<file path="config.mk">
export PLATFORM = sky130hd
export DESIGN_NAME = seg_scan_driver
export DESIGN_NICKNAME = d
export VERILOG_FILES = /design/src/rtl/seg_pkg.sv /design/src/rtl/seg_prescaler.sv /design/src/rtl/seg_scan_chk.sv /design/src/rtl/seg_scan_driver.sv
export SDC_FILE = /design/constraint.sdc
export NUM_CORES = 1
export LEC_CHECK = 0
export ABC_AREA = 1
export CORE_UTILIZATION = 48
export DETAILED_ROUTE_END_ITERATION = 12
export GPL_ROUTABILITY_DRIVEN = 0
export PLACE_DENSITY = 0.83
export SLEW_MARGIN = 10
export SYNTH_ARGS = -nofsm -noshare
export SYNTH_HDL_FRONTEND = slang
export SYNTH_SLANG_ARGS = --single-unit
export TNS_END_PERCENT = 50
</file>
<file path="constraint.sdc">
create_clock -name clk -period 2.1 [get_ports clk]
set_input_delay 0.63 -clock clk [delete_from_list [all_inputs] [get_ports clk]]
set_output_delay 0.63 -clock clk [all_outputs]
set_load 0.02 [all_outputs]
</file>
<file path="src/rtl/seg_pkg.sv">
// Shared constants, state type and digit helper for the two-digit
// multiplexed 7-segment scan driver.
package seg_pkg;

   localparam int DIGIT_W = 7;
   localparam int DIGIT_N = 2;

   localparam logic [DIGIT_W-1:0] SEG_BLANK = 7'h7F;
   localparam logic [DIGIT_W-1:0] SEG_E     = 7'b0000110;

   typedef enum logic {
      ST_BLANK = 1'b0,
      ST_SHOW  = 1'b1
   } scan_state_e;

   function automatic logic [DIGIT_W-1:0] digit_of(
      input logic [DIGIT_N*DIGIT_W-1:0] codes,
      input logic                       sel
   );
      logic [DIGIT_W-1:0] d;
      if (sel) begin
         d = codes[2*DIGIT_W-1:DIGIT_W];
      end else begin
         d = codes[DIGIT_W-1:0];
      end
      return d;
   endfunction

endpackage

</file>
<file path="src/rtl/seg_prescaler.sv">
// Digit-slot prescaler: free-running 0..CLK_DIV-1 counter with a
// terminal-count tick.
module seg_prescaler #(
   parameter int CLK_DIV = 50000,
   localparam int CW = $clog2(CLK_DIV)
) (
   input  logic          clk,
   input  logic          rst_n,
   output logic          tick,
   output logic [CW-1:0] cnt
);

   localparam logic [CW-1:0] CNT_LAST = CW'(CLK_DIV - 1);
   localparam logic [CW-1:0] CNT_ONE  = CW'(1);

   logic [CW-1:0] cnt_q;
   logic [CW-1:0] cnt_d;

   // Wrap at the terminal count, otherwise advance.
   always_comb begin
      cnt_d = cnt_q;
      if (cnt_q == CNT_LAST) begin
         cnt_d = '0;
      end else begin
         cnt_d = cnt_q + CNT_ONE;
      end
   end

   // Counter register.
   always_ff @(posedge clk or negedge rst_n) begin
      if (!rst_n) begin
         cnt_q <= '0;
      end else begin
         cnt_q <= cnt_d;
      end
   end

   assign tick = (cnt_q == CNT_LAST);
   assign cnt  = cnt_q;

endmodule

</file>
<file path="src/rtl/seg_scan_chk.sv">
// Run-time checks on the anode drive: never two digits on at once,
// and all anodes off during the blanking interval.
module seg_scan_chk (
   input logic       clk,
   input logic       rst_n,
   input logic [1:0] an,
   input logic       blank
);

   a_no_double_anode: assert property (@(posedge clk) disable iff (!rst_n)
      an != 2'b00);

   a_blank_anodes_off: assert property (@(posedge clk) disable iff (!rst_n)
      blank |-> (an == 2'b11));

endmodule

</file>
<file path="src/rtl/seg_scan_driver.sv">
// Two-digit multiplexed 7-segment driver with anti-ghost blanking and a
// blinking "E" indication for adder errors.
module seg_scan_driver
   import seg_pkg::*;
#(
   parameter int CLK_DIV      = 50000,
   parameter int BLANK_CYC    = 500,
   parameter int BLINK_FRAMES = 25
) (
   input  logic        clk,
   input  logic        rst_n,
   input  logic [13:0] seg_in,
   input  logic        err_in,
   input  logic        load,
   output logic [6:0]  seg_out,
   output logic [1:0]  an_out,
   output logic        frame_done
);

   localparam int CW = $clog2(CLK_DIV);
   localparam int BW = $clog2(BLINK_FRAMES + 1);
   localparam logic [CW-1:0] BLANK_LAST = CW'(BLANK_CYC - 1);
   localparam logic [BW-1:0] BLINK_LAST = BW'(BLINK_FRAMES - 1);
   localparam logic [BW-1:0] BLINK_ONE  = BW'(1);

   logic          tick_s;
   logic [CW-1:0] cnt_s;
   logic          frame_done_s;

   scan_state_e   state_q, state_d;
   logic          sel_q, sel_d;
   logic [13:0]   seg_q, seg_d;
   logic          err_q, err_d;
   logic          blink_on_q, blink_on_d;
   logic [BW-1:0] bcnt_q, bcnt_d;

   seg_prescaler #(.CLK_DIV(CLK_DIV)) u_prescaler (
      .clk   (clk),
      .rst_n (rst_n),
      .tick  (tick_s),
      .cnt   (cnt_s)
   );

   assign frame_done_s = tick_s & sel_q;

   // Next-state: slot FSM, digit select, capture and blink phase.
   always_comb begin
      state_d    = state_q;
      sel_d      = sel_q;
      seg_d      = seg_q;
      err_d      = err_q;
      blink_on_d = blink_on_q;
      bcnt_d     = bcnt_q;

      case (state_q)
         ST_BLANK: if (cnt_s == BLANK_LAST) state_d = ST_SHOW; else state_d = ST_BLANK;
         ST_SHOW:  if (tick_s) state_d = ST_BLANK; else state_d = ST_SHOW;
         default:  state_d = ST_BLANK;
      endcase

      if (tick_s) begin
         sel_d = ~sel_q;
      end else begin
         sel_d = sel_q;
      end

      if (load) begin
         seg_d = seg_in;
         err_d = err_in;
      end else begin
         seg_d = seg_q;
         err_d = err_q;
      end

      // Idle counter while error-free so each new error opens lit.
      if (!err_q) begin
         bcnt_d     = '0;
         blink_on_d = 1'b1;
      end else if (frame_done_s) begin
         if (bcnt_q == BLINK_LAST) begin
            bcnt_d     = '0;
            blink_on_d = ~blink_on_q;
         end else begin
            bcnt_d     = bcnt_q + BLINK_ONE;
         end
      end else begin
         bcnt_d = bcnt_q;
      end
   end

   // State registers.
   always_ff @(posedge clk or negedge rst_n) begin
      if (!rst_n) begin
         state_q    <= ST_BLANK;
         sel_q      <= 1'b0;
         seg_q      <= 14'h3FFF;
         err_q      <= 1'b0;
         blink_on_q <= 1'b1;
         bcnt_q     <= '0;
      end else begin
         state_q    <= state_d;
         sel_q      <= sel_d;
         seg_q      <= seg_d;
         err_q      <= err_d;
         blink_on_q <= blink_on_d;
         bcnt_q     <= bcnt_d;
      end
   end

   // Output decode from registered state only.
   always_comb begin
      seg_out = SEG_BLANK;
      an_out  = 2'b11;
      if ((state_q == ST_SHOW) && (!err_q || blink_on_q)) begin
         an_out = sel_q ? 2'b01 : 2'b10;
         if (err_q) begin
            seg_out = SEG_E;
         end else begin
            seg_out = digit_of(seg_q, sel_q);
         end
      end else begin
         seg_out = SEG_BLANK;
         an_out  = 2'b11;
      end
   end

   assign frame_done = frame_done_s;

   seg_scan_chk u_chk (
      .clk   (clk),
      .rst_n (rst_n),
      .an    (an_out),
      .blank (state_q == ST_BLANK)
   );

endmodule

</file>
# [After elaboration in Yosys (flattened, before gate mapping)]
# Index checks and enable logic that the tools add are counted.
[word_totals] reg_bits=39 latch_bits=0 ramBits=0 rom_bits=0 inputBits=18 output_inout_bits=10 elab_cells=37 mem_count=0
[classes] addsub=2 n_mul=0 n_div=0 order_cmp=0 n_eq_ne=5 shift=0 mux=15 bitwise_logic=4 reduce_logical=4
[ops] operator="7-bit 2-to-1 mux" n=3
[ops] operator="16-bit by 1-bit adder with 16-bit output (second input constant)" n=1
[ops] operator="16-bit equality test (second input constant)" n=1
[ops] operator="16-bit by 9-bit equality test with 1-bit output (second input constant)" n=1
[ops] operator="16-bit 2-to-1 mux" n=1
[ops] operator="5-bit 2-to-1 mux" n=3
[ops] operator="5-bit by 1-bit adder with 5-bit output (second input constant)" n=1
[ops] operator="5-bit equality test (second input constant)" n=1
[ops] operator="1-bit 2-to-1 mux" n=5
[ops] operator="2-bit 2-to-1 mux" n=2
[ops] operator="1-bit inverter" n=3
[ops] operator="2-bit by 1-bit != test with 1-bit output (second input constant)" n=1
[ops] operator="2-bit != test (second input constant)" n=1
[ops] operator="1-bit case mux with 2 select lines" n=1
[ops] operator="2-bit AND reduction" n=1
[ops] operator="1-bit AND" n=1
[ops] operator="1-bit logical AND" n=1
[ops] operator="1-bit zero test" n=1
[ops] operator="1-bit logical OR" n=1

# [Longest topological paths before layout]
[depth] word_depth=4 mapped_depth=9 ltp_nobuf=9

# [Cells and area by module]
# A second synthesis with hierarchy kept.
[hier_totals] cells_unflattened=257 area_unflattened_um2=2123.3
[modules_own_cells] module="seg_scan_driver" instances=1 cells_per_inst=136 area_each_um2=1246.2 seq_area_each_um2=594.3
[modules_own_cells] module="seg_prescaler" instances=1 cells_per_inst=121 area_each_um2=877.1 seq_area_each_um2=400.4

# [Least setup slack after synthesis]
# No wires, ideal clock.
[synth_timing] kind="register to output" from="register sel_q" to="output port seg_out[0]" arrival_ps=1255 t_required_ps=1470 setup_slack_ps=215 path_stages_with_launch=4 n_path_buf=1 cell_sequence="dfrtp_1 -> clkbuf_1 -> o21ai_0 -> o21ai_0"
[synth_between] elab_chain_cells=3
[synth_lines] element="start: declaration" line="seg_scan_driver.sv:31" rtl="logic sel_q, sel_d;"
[synth_lines] element="start signal: assignment" line="seg_scan_driver.sv:102" rtl="sel_q <= sel_d;"
[synth_lines] element="7-bit 2-to-1 mux" line="seg_pkg.sv:21" rtl="if (sel) begin"
[synth_lines] element="7-bit 2-to-1 mux" line="seg_scan_driver.sv:116" rtl="if (err_q) begin"
[synth_lines] element="7-bit 2-to-1 mux" line="seg_scan_driver.sv:114" rtl="if ((state_q == ST_SHOW) && (!err_q || blink_on_q)) begin"
[synth_lines] element="end: declaration" line="seg_scan_driver.sv:15" rtl="output logic [6:0] seg_out,"
# Every way passes these cells.

# [Final worst setup path]
[layout_timing] from="register u_prescaler.cnt_q[0], in the netlist u_prescaler.cnt[0]" to="output port frame_done"
[layout_between] elab_chain_cells=2
[layout_lines] element="start: declaration" line="seg_prescaler.sv:16" rtl="logic [CW-1:0] cnt_q;"
[layout_lines] element="start signal: assignment" line="seg_prescaler.sv:34" rtl="cnt_q <= cnt_d;"
[layout_lines] element="16-bit equality test" line="seg_prescaler.sv:38" rtl="assign tick = (cnt_q == CNT_LAST);"
[layout_lines] element="1-bit AND" line="seg_scan_driver.sv:44" rtl="assign frame_done_s = tick_s & sel_q;"
[layout_lines] element="end: declaration" line="seg_scan_driver.sv:17" rtl="output logic frame_done"
# Every way passes these cells.

==> summary.txt <==
Routing
  • Final Routed Wirelength: 4590 microns
  • DRC violation total after the first TritonRoute iteration: 96
  • Number of remaining DRC errors: 0
  • Routed wire per std cell: 13.8 microns
  • Total number of vias: 1696
  • Residual antenna-violating net count after detailed routing: 0
  • Detailed-router iteration count before antenna repair: 4
  • Post-detailed-route via-to-cell ratio: 5.11

Power and ir drop
  • Cell leakage power: 0.00119 uW
  • Power Total: 1720 uW
  • Share of power burned in registers: 48.4%
  • Peak VDD IR: ~0.51 mV
  • Share of total power in the clock network: 43.3%
  • Total power per unit cell area: 652 nW/um^2
  • Switching power as a share of total power: 21.0%
  • Int Power: ~1400 uW
  • Combinational Power Share: 8.3%
  • Net Sw Power: 362 uW

Yosys
  • Number of enable flip-flop cells after synthesis: 0
  • Cell area after synthesis: 1990 sq um
  • Sequential element share of the synthesized area: about half
  • Number of unique standard cell types used by synthesis: 28
  • Yosys top cell by area: sky130_fd_sc_hd__dfrtp_1
  • Number of instances in the synthesized netlist: 221
  • Primary FF master, synth: sky130_fd_sc_hd__dfrtp_1
  • Synth Area per Inst: 9.02 sq um
  • Syn Nets: 242
  • Top area cells in the synthesized netlist: sky130_fd_sc_hd__dfrtp_1 30%, sky130_fd_sc_hd__dfstp_2 20%, sky130_fd_sc_hd__mux2_2 6.8%
  • Flops & latches, synth: 39
  • Most instantiated cells after synthesis: 31 x sky130_fd_sc_hd__nand2_1, 31 x sky130_fd_sc_hd__nor2_1, 24 x sky130_fd_sc_hd__dfrtp_1
  • Area share of the leading cell type in the synthesized netlist: 30.1%
  • Asr flop ratio synth: between 90% and 100%
  • Yosys warnings: 0

Timing
  • Min cycle time layout: 2.02 ns
  • Final worst-path setup slack: 0.0839 ns
  • Setup Viol. Count Final: 0
  • Maximum clock rate: around 500 MHz
  • Count of final max-slew check failures: 0
  • Normalized max-slew margin: between 60% and 70%
  • Ratio of final minimum period to clock period: 96.0%
  • Number of hold violations in the final report: 0
  • Final Skew: 0.0113 ns
  • Transition time at the pin with the least slew margin: a little under 0.5 ns

Floorplanning
  • Area of the core: 4000 sq um
  • Top-Level Pins: 28
  • Total Die Area: 4410 sq um
  • DIE HEIGHT: 66.4 microns
  • Total number of placement rows: 23
  • Initial standard-cell utilization of the core: 49.8%
  • Width of the die: around 66 microns

Finish
  • Non-Filler Instances: ~330
  • Share of cells above drive strength 1: between 30% and 40%
  • Utilization of the core after routing: 65.9%
  • Antenna cell count: 0
  • Growth of design area from synthesis to finish: 32.2%
  • Nets: between 300 and 400

Critical path
  • Data arrival at the endpoint of the critical path: 1.39 ns
  • Worst Path Class, Setup: reg -> out
  • Critical Path Sink Type: primary output
  • Number of buffers and inverters on the critical path: 2
  • Nature of the critical path startpoint: register
  • Slowest Stage Delay on Critical Path: 0.37 ns
  • Cell family contributing the most delay on the critical path: flip-flops
  • CP max stage cell: sky130_fd_sc_hd__dfrtp_1
  • Cells along the critical path: ha_2, nand3_2, nor2_4, nand3_4, inv_2, buf_2
  • Number of cell instances on the worst register-to-register path: 8
  • Crit. path cell count: 6
  • Maximum fanout count along the critical path: 2
  • Required @ worst endpoint: 1.47 ns

Min path
  • Worst Hold Class: in -> async

CTS
  • Hold Buf Count CTS: 0
  • Later-pin clock latency in the skew report: ~0.29 ns
  • CTS Buf Count: 5
  • Reg clk slew, reported paths: 0.08 ns
  • CTS Sinks: 39
  • CTS Root Cell: sky130_fd_sc_hd__clkbuf_8
  • H-tree depth: 2
  • Max Buffers Root-to-Sink: 2
  • Clock tree from TritonCTS: yes

Global routing
  • Via count of the first global-routing pass: 1622
  • Aggregate global routing overflow: 0
  • Largest net degree at the start of global routing: 40
  • Number of antenna violations at the first check in global routing: 0
  • First-pass GRT wire length: 7230 microns
  • Global Route Usage Sum: 22.4%

Flow run
  • Max-cap check violation count: 0

Placed design
  • DP Cell Count: between 300 and 400
  • Estimated wirelength of the detail-placed design: 3300 microns
  • Setup slack after placement: -0.106 ns
  • Port Buf Inserts: 27

Run status
  • Run status: finished, final reports clean
==> cell type report <==
class | instances | area [sq um]
flip-flops and latches | 39 | 995
repair buffers | 56 | 439
multi-input cells | 153 | 908
clock buffers | 6 | 72.6
well taps | 50 | 62.6
fillers | 306 | 1370
inverters | 26 | 97.6
clock inverters | 2 | 60.1
==> routing by layer <==
layer	track usage [%]	routed length [microns]
met5	0	0
met4	9.57	150
met3	5.17	137
met2	37.9	2320
met1	26.9	1980
==> through the flow <==
step           hold WS, ns  cell area (sq um)  TNS [ns]
6_report             0.380               2640         0
5_1_grt              0.426               2640   -0.0158
4_1_cts              0.392               2650   -0.0844
3_5_place_dp         0.488               2500    -0.521
3_3_place_gp         0.461               2500    -0.133
2_1_floorplan        0.334               1990         0
==> power by group through the flow <==
stage | logic (uW) | clock network [uW] | registers (uW)
final | 142 | 744 | 833
after global routing | 157 | 783 | 838
after CTS | 141 | 744 | 832
after global placement | 131 | 0 | 843
after detailed placement | 138 | 0 | 845
after floorplan | 69.4 | 0 | 838
==> sequential cells by signal (all words and copies together), names as in the netlist <==
register and count:
u_prescaler.cnt 16, seg_q 14, bcnt_q 5, blink_on_q 1, err_q 1, sel_q 1, state_q 1
==> placed cells by master (no fill, tap or decap), types with 8 or more instances in the layout <==
master                            synthesis  layout
sky130_fd_sc_hd__nand2_1                 31      31
sky130_fd_sc_hd__nor2_1                  31      30
sky130_fd_sc_hd__buf_4                    0      29
sky130_fd_sc_hd__dfrtp_1                 24      24
sky130_fd_sc_hd__inv_1                   22      21
sky130_fd_sc_hd__clkdlybuf4s50_1          0      16
sky130_fd_sc_hd__dfstp_2                 15      15
sky130_fd_sc_hd__o21ai_0                 14      12
sky130_fd_sc_hd__mux2_2                  12      12
sky130_fd_sc_hd__nand3_1                 10      10
sky130_fd_sc_hd__a21oi_1                  8       8
==> worst reg2reg max path: cells and delay by family, from the launching register on <==
family,cells,cell delay [ns]
buffers and inverters,2,0.18
and+or+nand+nor,4,0.50
adders and majority gates,1,0.20
xor gates and xnor gates,1,0.16
DFF,1,0.37
==> kinds of logic after synthesis <==
| kind of cell | synth area share, % |
|---|---|
| AOI/OAI and AO/OA | 7.85 |
| and+or+nand+nor | 23.8 |
| muxes | 6.78 |
| adders and majority gates | 1.88 |
| xor gates and xnor gates | 3.96 |
| buffers and inverters | 5.84 |
| DFF | 49.9 |
==> final timing paths <==
kind                       slack, ns                from                  end
setup / recovery                0.08  u_prescaler.cnt[0]           frame_done
hold / removal                  0.38               rst_n                sel_q
setup reg to reg                0.60  u_prescaler.cnt[0]  u_prescaler.cnt[10]
hold reg to reg                 0.51          blink_on_q           blink_on_q
max in group asynchronous       1.36               rst_n            seg_q[13]
min in group clk                0.51          blink_on_q           blink_on_q
==> repair_timing <==
item,in CTS,in global routing
buffers inserted,0,2
endpoints found under the setup margin,10,10
pin swaps,2,0
gates cloned,1,0
gates resized for setup,33,16
No activity file was read; power rests on OpenSTA's default activity.
